### config.mk
export PLATFORM = sky130hd
export DESIGN_NAME = backtrack_timer
export DESIGN_NICKNAME = d
export VERILOG_FILES = /design/src/rtl/backtrack_timer.sv
export SDC_FILE = /design/constraint.sdc
export NUM_CORES = 1
export LEC_CHECK = 0
export BUFFER_PORTS_ARGS = -buffer_cell sky130_fd_sc_hd__buf_2
export CAP_MARGIN = 20
export CORE_MARGIN = 3
export CORE_UTILIZATION = 40
export DETAILED_ROUTE_END_ITERATION = 7
export SLEW_MARGIN = 20
export SYNTH_ARGS = -nofsm -noshare
export SYNTH_HDL_FRONTEND = slang
export SYNTH_SLANG_ARGS = --single-unit
### constraint.sdc
create_clock -name clk -period 2 [get_ports clk]
set_input_delay 0.2 -clock clk [delete_from_list [all_inputs] [get_ports clk]]
set_output_delay 0.2 -clock clk [all_outputs]
set_load 0.01 [all_outputs]
### src/rtl/backtrack_timer.sv
// Bumper-triggered backtrack timer: per-bumper debounce, AND/OR trigger
// combine, and a three-state IDLE/ACTIVE/COOLDOWN sequencer that counts
// whole seconds derived from a sub-second clock-cycle counter.
module backtrack_timer #(
    parameter int CLK_HZ       = 100000000,
    parameter int HOLD_S       = 5,
    parameter int N_BUMP       = 2,
    parameter int MODE         = 0,
    parameter int DEBOUNCE_CYC = 1000,
    parameter int COOLDOWN_S   = 1,
    parameter int RETRIGGER    = 0
) (
    input  logic              clk,
    input  logic              rst,
    input  logic [N_BUMP-1:0] bumper,
    input  logic              enable,
    input  logic              abort,
    output logic              backtrack_active,
    output logic              cooldown_active,
    output logic [3:0]        secs_left,
    output logic              done_pulse
);
    localparam int SUB_W = (CLK_HZ > 1) ? $clog2(CLK_HZ) : 1;
    localparam int DB_W  = (DEBOUNCE_CYC > 1) ? $clog2(DEBOUNCE_CYC) : 1;
    localparam logic [SUB_W-1:0] SUB_LAST = SUB_W'(CLK_HZ - 1);
    localparam logic [DB_W-1:0]  DB_LAST  = DB_W'((DEBOUNCE_CYC > 0) ? DEBOUNCE_CYC - 1 : 0);
    localparam logic [3:0]       HOLD_LD  = 4'(HOLD_S);
    localparam logic [3:0]       COOL_LD  = 4'(COOLDOWN_S);

    typedef enum logic [1:0] {
        S_IDLE,
        S_ACTIVE,
        S_COOLDOWN
    } state_t;

    logic [N_BUMP-1:0] db;
    logic              trig;
    logic              trig_prev_reg;
    logic              trig_rise;

    state_t            state_reg, state_next;
    logic [SUB_W-1:0]  sub_reg, sub_next;
    logic [3:0]        secs_reg, secs_next;
    logic              done_reg, done_next;
    logic              sec_wrap;
    logic              last_cycle;
    logic              retrig;

    genvar gi;
    generate
        for (gi = 0; gi < N_BUMP; gi++) begin : g_db
            logic db_bit_reg;
            if (DEBOUNCE_CYC == 0) begin : g_bypass
                // Bypass: debounced bit is the raw bit delayed one cycle
                always_ff @(posedge clk) begin
                    if (rst) db_bit_reg <= 1'b0;
                    else     db_bit_reg <= bumper[gi];
                end
            end else begin : g_filt
                logic [DB_W-1:0] cnt_reg;
                // Accept the raw level only after it has differed for DEBOUNCE_CYC straight cycles
                always_ff @(posedge clk) begin
                    if (rst) begin
                        cnt_reg    <= '0;
                        db_bit_reg <= 1'b0;
                    end else if (bumper[gi] == db_bit_reg) begin
                        cnt_reg <= '0;
                    end else if (cnt_reg == DB_LAST) begin
                        cnt_reg    <= '0;
                        db_bit_reg <= bumper[gi];
                    end else begin
                        cnt_reg <= cnt_reg + 1'b1;
                    end
                end
            end
            assign db[gi] = db_bit_reg;
        end
    endgenerate

    assign trig      = (MODE != 0) ? (|db) : (&db);
    assign trig_rise = trig & ~trig_prev_reg;

    // Previous-cycle trigger level for rising-edge detection
    always_ff @(posedge clk) begin
        if (rst) trig_prev_reg <= 1'b0;
        else     trig_prev_reg <= trig;
    end

    assign sec_wrap   = (sub_reg == SUB_LAST);
    assign last_cycle = sec_wrap && (secs_reg == 4'd1);
    assign retrig     = (RETRIGGER != 0) && trig_rise;

    // State and counter registers
    always_ff @(posedge clk) begin
        if (rst) begin
            state_reg <= S_IDLE;
            sub_reg   <= '0;
            secs_reg  <= '0;
            done_reg  <= 1'b0;
        end else begin
            state_reg <= state_next;
            sub_reg   <= sub_next;
            secs_reg  <= secs_next;
            done_reg  <= done_next;
        end
    end

    // Next-state logic; ACTIVE and COOLDOWN share the second/sub-second counters
    always_comb begin
        state_next = state_reg;
        sub_next   = sub_reg;
        secs_next  = secs_reg;
        done_next  = 1'b0;
        case (state_reg)
            S_IDLE: begin
                if (trig && enable) begin
                    state_next = S_ACTIVE;
                    sub_next   = '0;
                    secs_next  = HOLD_LD;
                end
            end
            S_ACTIVE: begin
                if (abort) begin
                    state_next = S_IDLE;
                    sub_next   = '0;
                    secs_next  = '0;
                end else if (retrig) begin
                    // Retrigger outranks expiry, so a coincident edge extends the hold
                    sub_next  = '0;
                    secs_next = HOLD_LD;
                end else if (last_cycle) begin
                    done_next = 1'b1;
                    sub_next  = '0;
                    if (COOLDOWN_S > 0) begin
                        state_next = S_COOLDOWN;
                        secs_next  = COOL_LD;
                    end else begin
                        state_next = S_IDLE;
                        secs_next  = '0;
                    end
                end else if (sec_wrap) begin
                    sub_next  = '0;
                    secs_next = secs_reg - 4'd1;
                end else begin
                    sub_next = sub_reg + 1'b1;
                end
            end
            S_COOLDOWN: begin
                if (abort || last_cycle) begin
                    state_next = S_IDLE;
                    sub_next   = '0;
                    secs_next  = '0;
                end else if (sec_wrap) begin
                    sub_next  = '0;
                    secs_next = secs_reg - 4'd1;
                end else begin
                    sub_next = sub_reg + 1'b1;
                end
            end
            default: begin
                state_next = S_IDLE;
                sub_next   = '0;
                secs_next  = '0;
            end
        endcase
    end

    assign backtrack_active = (state_reg == S_ACTIVE);
    assign cooldown_active  = (state_reg == S_COOLDOWN);
    assign secs_left        = (state_reg == S_ACTIVE) ? secs_reg : 4'd0;
    assign done_pulse       = done_reg;

endmodule
# == Yosys cells after proc, flatten, opt, wreduce, memory -nomap -nowiden ==
# Index checks and enable logic that the tools add are counted.
# word_totals
reg_bits,56
latch_bits,0
ram_bits,0
mem_bits_ro,0
out_inout_bits,7
wordCells,56
n_memories,0
# classes
n_addsub,4
n_mul,0
div,0
n_lt_le_gt_ge,0
eq_ne,11
n_shift,0
mux,19
bitwise_logic,3
reduce_logical,11
# op_table
op,n
27-bit 2-to-1 mux,5
27-bit one-hot mux with 3 select lines,1
27-bit by 1-bit adder with 27-bit output (second input constant),1
27-bit == test (second input constant),1
4-bit 2-to-1 mux,6
10-bit by 1-bit adder with 10-bit output (second input constant),2
10-bit == test (second input constant),2
4-bit one-hot mux with 3 select lines,1
3-bit OR reduction,3
2-bit 2-to-1 mux,4
2-bit one-hot mux with 3 select lines,1
2-bit AND reduction,3
4-bit by 1-bit == test with 1-bit output (second input constant),1
4-bit by 1-bit subtractor with 4-bit output (second input constant),1
3-bit by 2-bit != test with 1-bit output (second input constant),1
1-bit inverter,3
3-bit AND reduction,1
1-bit == test,2
2-bit by 1-bit == test with 1-bit output (second input constant),1
2-bit == test (second input constant),1
1-bit logical AND,2
2-bit zero test,1
2-bit by 1-bit != test with 1-bit output (second input constant),1
2-bit != test (second input constant),1
2 further kinds,2

# == Depth between registers and ports, before layout ==
# Gate-level depths: netlist of the first run.
# depth
ltp_word,5
depth_mapped,9

# == Worst setup path before layout of the first run ==
# OpenSTA, ideal clock, no wires.
# synth_path
path_kind,register to register
start,reg sub_reg[0]
end,reg secs_reg[0]
arrival_ns,2.037
path_slack_ns,-0.111
stages_incl_launch_ff,8
n_path_buf,1
cell_sequence,dfxtp_1 -> ha_1 -> and4bb_2 -> nand4_1 -> or4_1 -> buf_2 -> or4_1 -> a31oi_1
# synth_between
elab_chain_len,5
elab_cells_between_ends,8
# synth_rtl
element,line_no,rtl
from (decl),42,"logic [SUB_W-1:0] sub_reg, sub_next;"
from (signal assigned),102,sub_reg <= sub_next;
27-bit == test (*),89,assign sec_wrap = (sub_reg == SUB_LAST);
4-bit 2-to-1 mux or 1-bit logical AND (tied branches),n/a,
4-bit 2-to-1 mux or 1-bit logical OR (tied branches),"131, 149",
4-bit 2-to-1 mux (on tied branches),"123, 149",
4-bit one-hot mux with 3 select lines (*),114,case (state_reg)
to (signal assigned),103,secs_reg <= secs_next;
to (decl),43,"logic [3:0] secs_reg, secs_next;"
# Mark *: on every way between the ends. The rest lies on a longest branch, timed or not.
# A chain may end at the register's enable or synchronous reset.

# == Worst setup path in the final report of the first run ==
# layout_path
start,reg sub_reg[1]
end,reg secs_reg[0]
# The elaborated chain is that of the path after synthesis.

==> key figures, run 1 <==
Outcome
  – Outcome: completed

Global route
  – Vias in the first global route: 2208
  – Congestion Overflow GR: 0
  – Total global-route track usage: 16.0%
  – Largest net degree at the start of global routing: 27
  – Initial antenna violation count: 0
  – First-pass GRT wire length: 10800 µm

Logic synthesis
  – Post-Syn Area per Cell: 8.62 µm²
  – Top cell type's share of synthesized area: 39.0%
  – Asr flop ratio synth: 0%
  – Post-synthesis cell count: 333
  – Synth area leaders: dfxtp_1 (39%), xnor2_1 (7.3%), nor2_1 (6.7%)
  – Largest area contributor in the netlist: dfxtp_1
  – FF+latch count, synth: 56
  – Top_reg_cell synth: dfxtp_1
  – Post-synth EDFFs: 0
  – Post-Syn Nets: 348
  – Synth cell types: 52
  – Seq/Total Area, Yosys: 39.0%
  – Warnings from Yosys: 0
  – Mapped Area: 0.00287 mm²

Critical path
  – Reg2reg start: sub_reg[1]$_SDFFE_PP0P_
  – CP max-delay cell: or4_4
  – Critical Path AT: 2.26 ns
  – FF-to-FF setup slack: 0.003 ns
  – Crit path launch type: flop
  – CP max stage delay: 0.51 ns
  – CP Launch Point: sub_reg[1]$_SDFFE_PP0P_
  – Critical path buffer and inverter count: 0
  – Crit. path cell count: 6
  – CP required: 2.26 ns
  – Setup crit end kind: flop
  – Worst Setup EP: secs_reg[0]$_SDFFE_PP0P_
  – Worst R2R Path Depth: 6
  – Max FO, Critical Path: 4
  – Crit Path Class: flop to flop
  – Worst-path cell chain: ha_4 > and4bb_2 > nand4_1 > or4_4 > or4_1 > a31oi_1
  – Worst r2r dst: secs_reg[0]$_SDFFE_PP0P_
  – Delay-heaviest family, CP: simple AND/OR/NAND/NOR gates

Clock network
  – Post_cts resized: 1
  – Clock transition at path regs: 0.11 ns
  – CTS hold repair buffers: 0
  – Post-CTS setup buffer count: 0
  – CTS Buf Count: 5
  – Clock tree buffer depth: 2
  – CTS tree: done
  – CTS Sinks: 56
  – H-tree depth: 2
  – Worst-Skew Late Latency: 0.32 ns
  – Root Driver: clkbuf_8

Min path
  – Hold Path Class: primary input to flop

Routing
  – Vias: 2462
  – Post-route antenna net violation count: 0
  – Vias per cell: 5.21
  – Wirelength, routed: 6280 µm
  – Per-cell routed wire length: 13.3 µm
  – DRC violations left: 0
  – First-pass detailed-route iteration total: 4
  – Iter 0 DRT Violations: 167

Place
  – IO buf count: 12
  – Post-DP HPWL: 4640 µm
  – Gp weighted congestion: 0.824
  – Setup WS pre-CTS: -0.0175 ns

Pwr
  – Sw Share: 24.0%
  – Sequential share of power: 60.8%
  – Clock power share: 34.3%
  – Pwr per Cell Area: 548 mW/mm²
  – Maximum VDD drop: 0.250 mV
  – Internal power: 1410 µW
  – Total net switching power: 445 µW
  – Combinational group share of total power: 4.9%
  – Leakage: 0.00124 µW

Final layout
  – Filler Cell Count: 688
  – Layout Nets: 391
  – Antenna cells: 0
  – Share of layout cells above drive strength 1: 20.2%
  – Area Growth Syn to Fin: 17.8%
  – Flip-flop count of the largest register after layout: 27

Timing
  – Max Slew Vio Count: 0
  – Final Setup Violations: 0
  – Relative slew slack: 74.1%
  – Final period util: 99.8%
  – Fin crit period: 2.00 ns
  – Worst Tran Pin Value: 0.388 ns
  – Fin. Hold Viols: 0
  – Final clock skew: 0.0149 ns
  – RSZ-0062 raised after global routing: yes
  – Total Negative Setup Slacks: 0 ns
  – Final setup margin: 0.00341 ns
  – Fmax: 501 MHz

Floorplanning
  – Initial Util: 41.8%
  – DIE AREA: 0.00823 mm²
  – Die Y: 90.7 µm
  – Row cnt: 30
  – # IOs: 13
  – Core area: 0.00687 mm²
  – Die W: 90.7 µm

Run
  – Max_cap viols: 0
## layout make-up
class                   count  area (µm²)  share of cell area (%)
clock buffers               6        72.6                    2.14
clock inverters             2        16.3                   0.481
inverters                   8        30.0                   0.888
multi-input cells         259        1690                    50.0
flip-flops and latches     56        1120                    33.2
well taps                  96         120                    3.55
repair buffers             46         328                    9.69
## metal layers
layer | GRT usage, % | vias to the layer above | wire length, µm
li1 | - | 1257 | -
met1 | 23.1 | 1152 | 3210
met2 | 23.3 | 44 | 2730
met3 | 3.33 | 9 | 231
met4 | 5.99 | 0 | 111
met5 | 0 | - | 0
## Yosys cell counts (2+ instances only)
master,number
nor3_1,9
nand3_1,15
nand4b_1,2
nand2b_1,2
and4_2,2
clkbuf_1,3
nor4b_2,2
a211oi_1,2
nand4_1,15
and3_1,6
or3_1,7
xnor2_1,24
a21o_1,2
and2_1,8
buf_2,3
nor3b_1,3
a31oi_1,3
or4_1,3
and3_2,3
xor2_1,14
dfxtp_1,56
nand3b_1,2
o31ai_1,2
mux2i_1,3
inv_1,8
nor2_1,51
o21ai_0,6
nand2_1,28
a21oi_1,12
nor4_1,7
ha_1,9
## power by group through the flow
stage / sequential, µW / combinational [µW] / clock [µW]
after detailed placement: 1150 / 89.6 / 0
after global placement: 1150 / 88.5 / 0
final: 1130 / 90.1 / 636
after global routing: 1130 / 100 / 716
after CTS: 1130 / 90.0 / 666
after floorplan: 1150 / 61.9 / 0
## cell usage in the layout (no fill, tap or decap), types with 4 or more instances in the layout
cell type,netlist,final
a21oi_1,12,12
and2_1,8,8
and3_1,6,6
buf_2,3,12
buf_4,1,33
clkbuf_8,1,5
dfxtp_1,56,54
ha_1,9,8
inv_1,8,7
nand2_1,28,28
nand3_1,15,15
nand4_1,15,15
nor2_1,51,50
nor3_1,9,9
nor4_1,7,4
nor4_2,1,4
o21ai_0,6,6
or3_1,7,7
xnor2_1,24,24
xor2_1,14,14
## worst min path at each step
stage | from | end | slack [ns] | cells past startpoint
6_report | bumper[1] | g_db[1].db_bit_reg$_SDFFE_PP0P_ | 0.13 | 3
5_1_grt | bumper[1] | g_db[1].db_bit_reg$_SDFFE_PP0P_ | 0.14 | 3
4_1_cts | bumper[1] | g_db[1].db_bit_reg$_SDFFE_PP0P_ | 0.13 | 3
3_5_place_dp | g_db[1].g_filt.cnt_reg[0]$_SDFF_PP0_ | g_db[1].g_filt.cnt_reg[0]$_SDFF_PP0_ | 0.43 | 1
3_3_place_gp | g_db[0].g_filt.cnt_reg[0]$_SDFF_PP0_ | g_db[0].g_filt.cnt_reg[0]$_SDFF_PP0_ | 0.43 | 1
2_1_floorplan | bumper[0] | g_db[0].db_bit_reg$_SDFFE_PP0P_ | 0.34 | 2
## tightest hold or removal path, cell delays in order
cell     delay (ns)
buf_2          0.09
mux2i_1        0.06
nor2_1         0.07
## cell families after synthesis
| group | share of synthesized area (%) |
|---|---|
| DFF | 39.0 |
| and+or+nand+nor | 32.4 |
| xor gates and xnor gates | 11.6 |
| AOI/OAI and AO/OA | 8.54 |
| adders and majority gates | 3.92 |
| buffers and inverters | 3.44 |
| muxes | 1.05 |
## per-stage QoR
stage,instances,power (µW),instance area [µm²],utilization [%],hold slack [ns]
after floorplan,333,1210,2900,-,0.344
after global placement,465,1240,3270,47.6,0.426
after detailed placement,465,1240,3270,47.6,0.431
after CTS,473,1880,3360,48.9,0.125
after global routing,473,1940,3380,49.3,0.145
final,473,1850,3380,49.3,0.134
(Power assumes the default switching activity.)
==> inputs of run 2 (changes only) <==
- ABC_AREA: unset -> 1
- BUFFER_PORTS_ARGS: -buffer_cell sky130_fd_sc_hd__buf_2 -> -buffer_cell sky130_fd_sc_hd__buf_4
==> run 2 against run 1 <==
Compared with the run above: non-clock buffer count down 30; highest routed layer unchanged; synthesized area grew 11%; clock power is 1% higher; wire length up 7.7%; clock skew decreased by 0.012 ns.
==> key figures, run 2 <==
Outcome
  – Outcome: completed

Global route
  – Initial antenna violation count: 0 (unchanged)
  – Met1 Usage GRT: 21.0% (-2.0 points)
  – Total global-route track usage: 16.4% (+0.36 points)
  – First-pass GRT wire length: 12000 µm (+11%)
  – Vias in the first global route: 2684 (+22%)
  – Grt met2 use: 28.5% (+5.2 points)
  – Grt met3 use: 3.08% (-0.26 points)
  – Largest net degree at the start of global routing: 24 (-11%)
  – Congestion Overflow GR: 0 (unchanged)
  – GRT busiest layer: met2

Logic synthesis
  – Mapped Area: 0.00318 mm² (+11%)
  – Seq/Total Area, Yosys: 35.3% (-3.8 points)
  – Top cell type's share of synthesized area: 35.3% (-3.8 points)
  – Post-Syn Area per Cell: 7.08 µm² (-18%)
  – Post-synthesis cell count: 449 (+35%)
  – Warnings from Yosys: 0 (unchanged)
  – Top_reg_cell synth: dfxtp_1
  – Post-synth EDFFs: 0 (unchanged)
  – FF+latch count, synth: 56 (unchanged)
  – Commonest cells post-synth: nand2_1 (75), nor2_1 (69), inv_1 (64)
  – Most common cell in the netlist: nand2_1
  – Synth area leaders: dfxtp_1 (35%), nand2_1 (8.9%), nor2_1 (8.1%)
  – Post-Syn Nets: 464 (+33%)
  – Synth cell types: 38 (-27%)
  – Asr flop ratio synth: 0% (unchanged)
  – Largest area contributor in the netlist: dfxtp_1

Critical path
  – Max FO, Critical Path: 23 (+19)
  – Crit Path Class: flop to flop
  – CP max-delay cell: dfxtp_1
  – Critical Path AT: 2.00 ns (-0.26 ns)
  – Crit path launch type: flop
  – CP max stage delay: 0.38 ns (-0.13 ns)
  – Worst-path cell chain: ha_1 > nand2_1 > nor2_2 > nand2_4 > nor2_4 > nand2_4 > nand4_4 > nand2_4 > nand2_8 > nor3_1
  – Setup crit end kind: flop
  – CP required: 2.20 ns (-0.06 ns)
  – CP most frequent cell: nand2_4

Routing
  – Vias per cell: 4.96 (-4.7%)
  – Iter 0 DRT Violations: 132 (-21%)
  – Post-route antenna net violation count: 0 (unchanged)
  – DRC violations left: 0 (unchanged)
  – Vias: 2808 (+14%)
  – Wirelength, routed: 6760 µm (+7.7%)
  – Per-cell routed wire length: 11.9 µm (-10%)
  – First-pass detailed-route iteration total: 4 (unchanged)

Floorplanning
  – Core area: 0.00749 mm² (+9.0%)
  – DIE AREA: 0.00905 mm² (+10%)
  – # IOs: 13 (unchanged)
  – Die Y: 95.2 µm (+4.9%)
  – Die W: 95.2 µm (+4.9%)
  – Row cnt: 31 (+3.3%)
  – Initial Util: 42.5% (+0.67 points)

Timing
  – Final Setup Violations: 0 (unchanged)
  – Relative slew slack: 76.9% (+2.8 points)
  – Final clock skew: 0.00320 ns (-0.0116 ns)
  – Worst Tran Pin Value: 0.344 ns (-0.0443 ns)
  – Fmax: 556 MHz (+11%)
  – RSZ-0062 raised after global routing: no
  – Total Negative Setup Slacks: 0 ns (unchanged)
  – Fin crit period: 1.80 ns (-0.199 ns)
  – Final period util: 89.9% (-10 points)
  – Fin. Hold Viols: 0 (unchanged)
  – Max Slew Vio Count: 0 (unchanged)
  – Fin Hold WS: 0.132 ns (-0.00232 ns)

Clock network
  – Root Driver: clkbuf_8
  – H-tree depth: 2 (unchanged)
  – CTS Buf Count: 5 (unchanged)
  – CTS hold repair buffers: 0 (unchanged)
  – CTS tree: done
  – Post-CTS setup buffer count: 0 (unchanged)
  – Post_cts resized: 0 (-1)
  – Worst-Skew Late Latency: 0.31 ns (about the same)
  – CTS Sinks: 56 (unchanged)
  – Clock tree buffer depth: 2 (unchanged)
  – Clock transition at path regs: 0.10 ns (about the same)

Pwr
  – Pwr per Cell Area: 557 mW/mm² (+1.7%)
  – Leakage: 0.00135 µW (+8.3%)
  – Maximum VDD drop: 0.385 mV (+54%)

Final layout
  – Layout Nets: 481 (+23%)
  – Antenna cells: 0 (unchanged)
  – Filler Cell Count: 778 (+13%)
  – Commonest non-fill, non-tap cells in the layout: nand2_1 (75), nor2_1 (69), inv_1 (64)
  – Area Growth Syn to Fin: 8.70%
  – Most common cell after layout, fill and taps aside: nand2_1
  – Share of layout cells above drive strength 1: 13.9% (-6.2 points)
  – Layout Cell Area excl Fill: 0.00346 mm² (+2.1%)
  – Flip-flop count of the largest register after layout: 27 (unchanged)

Place
  – Post-DP HPWL: 5250 µm (+13%)
  – IO buf count: 12 (unchanged)
  – Gp weighted congestion: 0.815 (-1.1%)
  – Placed cell area: 0.00337 mm² (+2.9%)

Min path
  – Hold Path Class: primary input to flop

Run
  – Max_cap viols: 0 (unchanged)
-- run 2: cell types whose count changed in the layout (fill, tap and decap cells not counted), sizes merged, moves of 8 or more --
cell   before  now
inv         8   65
nand2      28   85
nor2       51   89
buf        46   16
xnor2      24    1
nand3      15   34
nor3        9   22
a21oi      13   21
and2        8    0
-- run 2: worst paths after layout --
| path | start | endpoint | slack (ns) | depth (start not counted) |
|---|---|---|---|---|
| worst max register to register | sub_reg[0]$_SDFFE_PP0P_ | sub_reg[22]$_SDFFE_PP0P_ | 0.20 | 10 |
| worst max-delay path | sub_reg[0]$_SDFFE_PP0P_ | sub_reg[22]$_SDFFE_PP0P_ | 0.20 | 10 |
| worst min-delay path | rst | sub_reg[1]$_SDFFE_PP0P_ | 0.13 | 2 |
| worst min register to register | g_db[0].g_filt.cnt_reg[0]$_SDFF_PP0_ | g_db[0].g_filt.cnt_reg[0]$_SDFF_PP0_ | 0.46 | 1 |
-- run 2: routing by layer --
layer	share of wire [%]	routed length (µm)	up-vias
met2	49	3290	28
met5	0	0	-
met3	2.8	187	4
met4	0.77	52	0
li1	-	-	1468
met1	48	3230	1308
-- run 2: cell type report --
| cell class | count | area [µm²] | area share (%) |
|---|---|---|---|
| sequential | 56 | 1120 | 32.4 |
| tap | 99 | 124 | 3.58 |
| clock inverter | 3 | 21.3 | 0.615 |
| clock buffer | 5 | 68.8 | 1.99 |
| multi-input combinational | 322 | 1760 | 50.8 |
| timing repair buffer | 16 | 120 | 3.48 |
| inverter | 65 | 245 | 7.10 |
-- run 2: through the flow --
stage | power [µW] | cells | setup WS, ns | util [%]
after floorplan | 1270 | 449 | 0.389 | -
after global placement | 1300 | 558 | 0.262 | 45.0
after detailed placement | 1310 | 558 | 0.189 | 45.0
after CTS | 1950 | 566 | 0.173 | 46.2
after global routing | 2020 | 566 | 0.0485 | 46.2
final | 1920 | 566 | 0.202 | 46.2
-- run 2: cells by family after synthesis --
family / count (synthesis) / synth area share [%]
flip-flops: 56 / 35.3
buffers and inverters: 71 / 9.52
AND/OR/NAND/NOR: 258 / 40.4
adder cells (fa/ha/maj): 9 / 3.54
AO/OA/AOI/OAI: 38 / 6.61
XOR/XNOR: 17 / 4.68
-- run 2: worst max-delay path, delay by kind of cell (launching register included) --
| family | cells | cell delay (ns) |
|---|---|---|
| adders and majority gates | 1 | 0.18 |
| and+or+nand+nor | 9 | 1.11 |
| DFF | 1 | 0.38 |
-- run 2: power by group --
group	switching [µW]	internal [µW]
Combinational	98.2	46.4
Sequential	9.30	1120
Clock	395	250
Total	503	1420
==> inputs of run 3 (changes only) <==
- ABC_AREA: 1 -> unset
==> run 3 against run 2 <==
Compared with the run above: register-to-register slack worse by 0.17 ns; largest power group unchanged; wire length down 10%; critical path type unchanged; clock power down 7.4%; critical path depth down 3; global-route usage down 0.96 points; clock skew up 0.0082 ns; largest cell class unchanged.
==> key figures, run 3 (synthesized netlist as in run 1, its figures left out) <==
Timing
  – Fmax: 509 MHz (-8.5%)
  – Worst Tran Pin Value: 0.395 ns (+0.0519 ns)
  – Total Negative Setup Slacks: 0 ns (unchanged)
  – Final clock skew: 0.0114 ns (+0.00822 ns)
  – Final period util: 98.2% (+8.4 points)
  – Relative slew slack: 73.6% (-3.3 points)
  – Final setup margin: 0.0354 ns (-0.167 ns)
  – Fin. Hold Viols: 0 (unchanged)
  – Final Setup Violations: 0 (unchanged)
  – Fin crit period: 1.96 ns (+0.167 ns)
  – Max Slew Vio Count: 0 (unchanged)
  – RSZ-0062 raised after global routing: yes
  – Fin Hold WS: 0.131 ns (-0.000410 ns)

Final layout
  – Flip-flop count of the largest register after layout: 27 (unchanged)
  – Layout Nets: 390 (-19%)
  – Non-Filler Instances: 471 (-17%)
  – Area Growth Syn to Fin: 17.8%
  – Share of layout cells above drive strength 1: 19.2% (+5.3 points)
  – Antenna cells: 0 (unchanged)
  – Most common cell after layout, fill and taps aside: dfxtp_1
  – Commonest non-fill, non-tap cells in the layout: dfxtp_1 (54), nor2_1 (50), buf_4 (44)

Clock network
  – Clock tree buffer depth: 2 (unchanged)
  – Root Driver: clkbuf_8
  – CTS Buf Count: 5 (unchanged)
  – CTS tree: done
  – H-tree depth: 2 (unchanged)
  – CTS hold repair buffers: 0 (unchanged)
  – Clock transition at path regs: 0.10 ns (about the same)
  – Worst-Skew Late Latency: 0.31 ns (about the same)
  – CTS Sinks: 56 (unchanged)

Floorplanning
  – Initial Util: 41.8% (-0.67 points)
  – # IOs: 13 (unchanged)
  – Core area: 0.00687 mm² (-8.2%)
  – Die W: 90.7 µm (-4.7%)
  – Row cnt: 30 (-3.2%)
  – Die Y: 90.7 µm (-4.7%)
  – DIE AREA: 0.00823 mm² (-9.1%)

Min path
  – Hold Path Class: primary input to flop

Routing
  – Per-cell routed wire length: 12.9 µm (+8.0%)
  – Wirelength, routed: 6080 µm (-10%)
  – First-pass detailed-route iteration total: 4 (unchanged)
  – Post-route antenna net violation count: 0 (unchanged)
  – DRC violations left: 0 (unchanged)
  – Iter 0 DRT Violations: 163 (+23%)
  – Vias: 2405 (-14%)
  – Vias per cell: 5.11 (+2.9%)

Pwr
  – Leakage: 0.00124 µW (-7.6%)
  – Total net switching power: 416 µW (-17%)
  – Sw Share: 23.0% (-3.2 points)
  – Combinational group share of total power: 4.9% (-2.6 points)
  – Clock power share: 32.9% (-0.6 points)
  – Tot Pwr: 1810 µW (-5.8%)
  – Internal power: 1400 µW (-1.8%)
  – Maximum VDD drop: 0.259 mV (-33%)
  – Pwr per Cell Area: 536 mW/mm² (-3.7%)
  – Sequential share of power: 62.2% (+3.3 points)

Critical path
  – CP required: 2.19 ns (about the same)
  – FF-to-FF setup slack: 0.04 ns (-0.17 ns)
  – Setup crit end kind: flop
  – Max FO, Critical Path: 26 (+13%)
  – Crit path launch type: flop
  – Critical Path AT: 2.16 ns (+0.16 ns)
  – Crit Path Class: flop to flop

Place
  – Dpl cells: 463 (-17%)
  – Gp weighted congestion: 0.872 (+7.0%)
  – Setup WS pre-CTS: -0.0351 ns (-0.224 ns)
  – Post-DP HPWL: 4470 µm (-15%)
  – IO buf count: 12 (unchanged)

Global route
  – First-pass GRT wire length: 10500 µm (-12%)
  – Congestion Overflow GR: 0 (unchanged)
  – Vias in the first global route: 2227 (-17%)
  – Largest net degree at the start of global routing: 27 (+13%)
  – Initial antenna violation count: 0 (unchanged)
  – Total global-route track usage: 15.4% (-0.96 points)

Outcome
  – Outcome: completed

Run
  – Max_cap viols: 0 (unchanged)
[run 3: area by class of cell]
type,instances,area [µm²]
fill,651,3490
multi-input combinational,259,1680
sequential,56,1120
timing repair buffer,45,350
tap,96,120
clock buffer,5,68.8
inverter,8,30.0
clock inverter,2,12.5
[run 3: power groups by stage]
stage	registers, µW	clock network [µW]	logic (µW)
6_report	1130	597	88.1
5_1_grt	1130	667	99.3
4_1_cts	1130	623	88.9
3_5_place_dp	1150	0	88.3
3_3_place_gp	1150	0	88.4
2_1_floorplan	1150	0	61.9
[run 3: path summary, 6_finish.rpt]
kind                                        startpoint                                   end  cells after the start
setup / recovery              sub_reg[19]$_SDFFE_PP0P_               sub_reg[9]$_SDFFE_PP0P_                      7
hold reg to reg   g_db[1].g_filt.cnt_reg[0]$_SDFF_PP0_  g_db[1].g_filt.cnt_reg[0]$_SDFF_PP0_                      1
hold / removal                               bumper[0]       g_db[0].db_bit_reg$_SDFFE_PP0P_                      3
setup reg to reg              sub_reg[19]$_SDFFE_PP0P_               sub_reg[9]$_SDFFE_PP0P_                      7
[run 3: critical path: stages (launching register included)]
cell and delay (ns):
dfxtp_1 0.33, buf_4 0.15, or4b_4 0.49, nor4_4 0.28, a21oi_2 0.17, o21bai_4 0.18, buf_12 0.18, a21oi_1 0.06
[run 3: per-layer routing]
layer | vias to the layer above | track usage [%] | wire length [µm]
met5 | - | 0 | 0
met4 | 0 | 5.74 | 103
met3 | 8 | 3.25 | 252
met2 | 44 | 22.0 | 2590
met1 | 1101 | 22.6 | 3130
li1 | 1252 | - | -
[run 3: per-stage QoR]
stage                     utilization (%)  instance area, µm²
final                                49.2                3380
after global routing                 49.2                3380
after global placement               47.8                3280
after CTS                            49.1                3370
after detailed placement             47.8                3280
after floorplan                         -                2900
[run 3: repair_timing]
item                                    4_1_cts  5_1_grt
endpoints found under the setup margin        2       30
gates resized for setup                       1        2
pin swaps                                     0        1
buffers inserted                              0        1
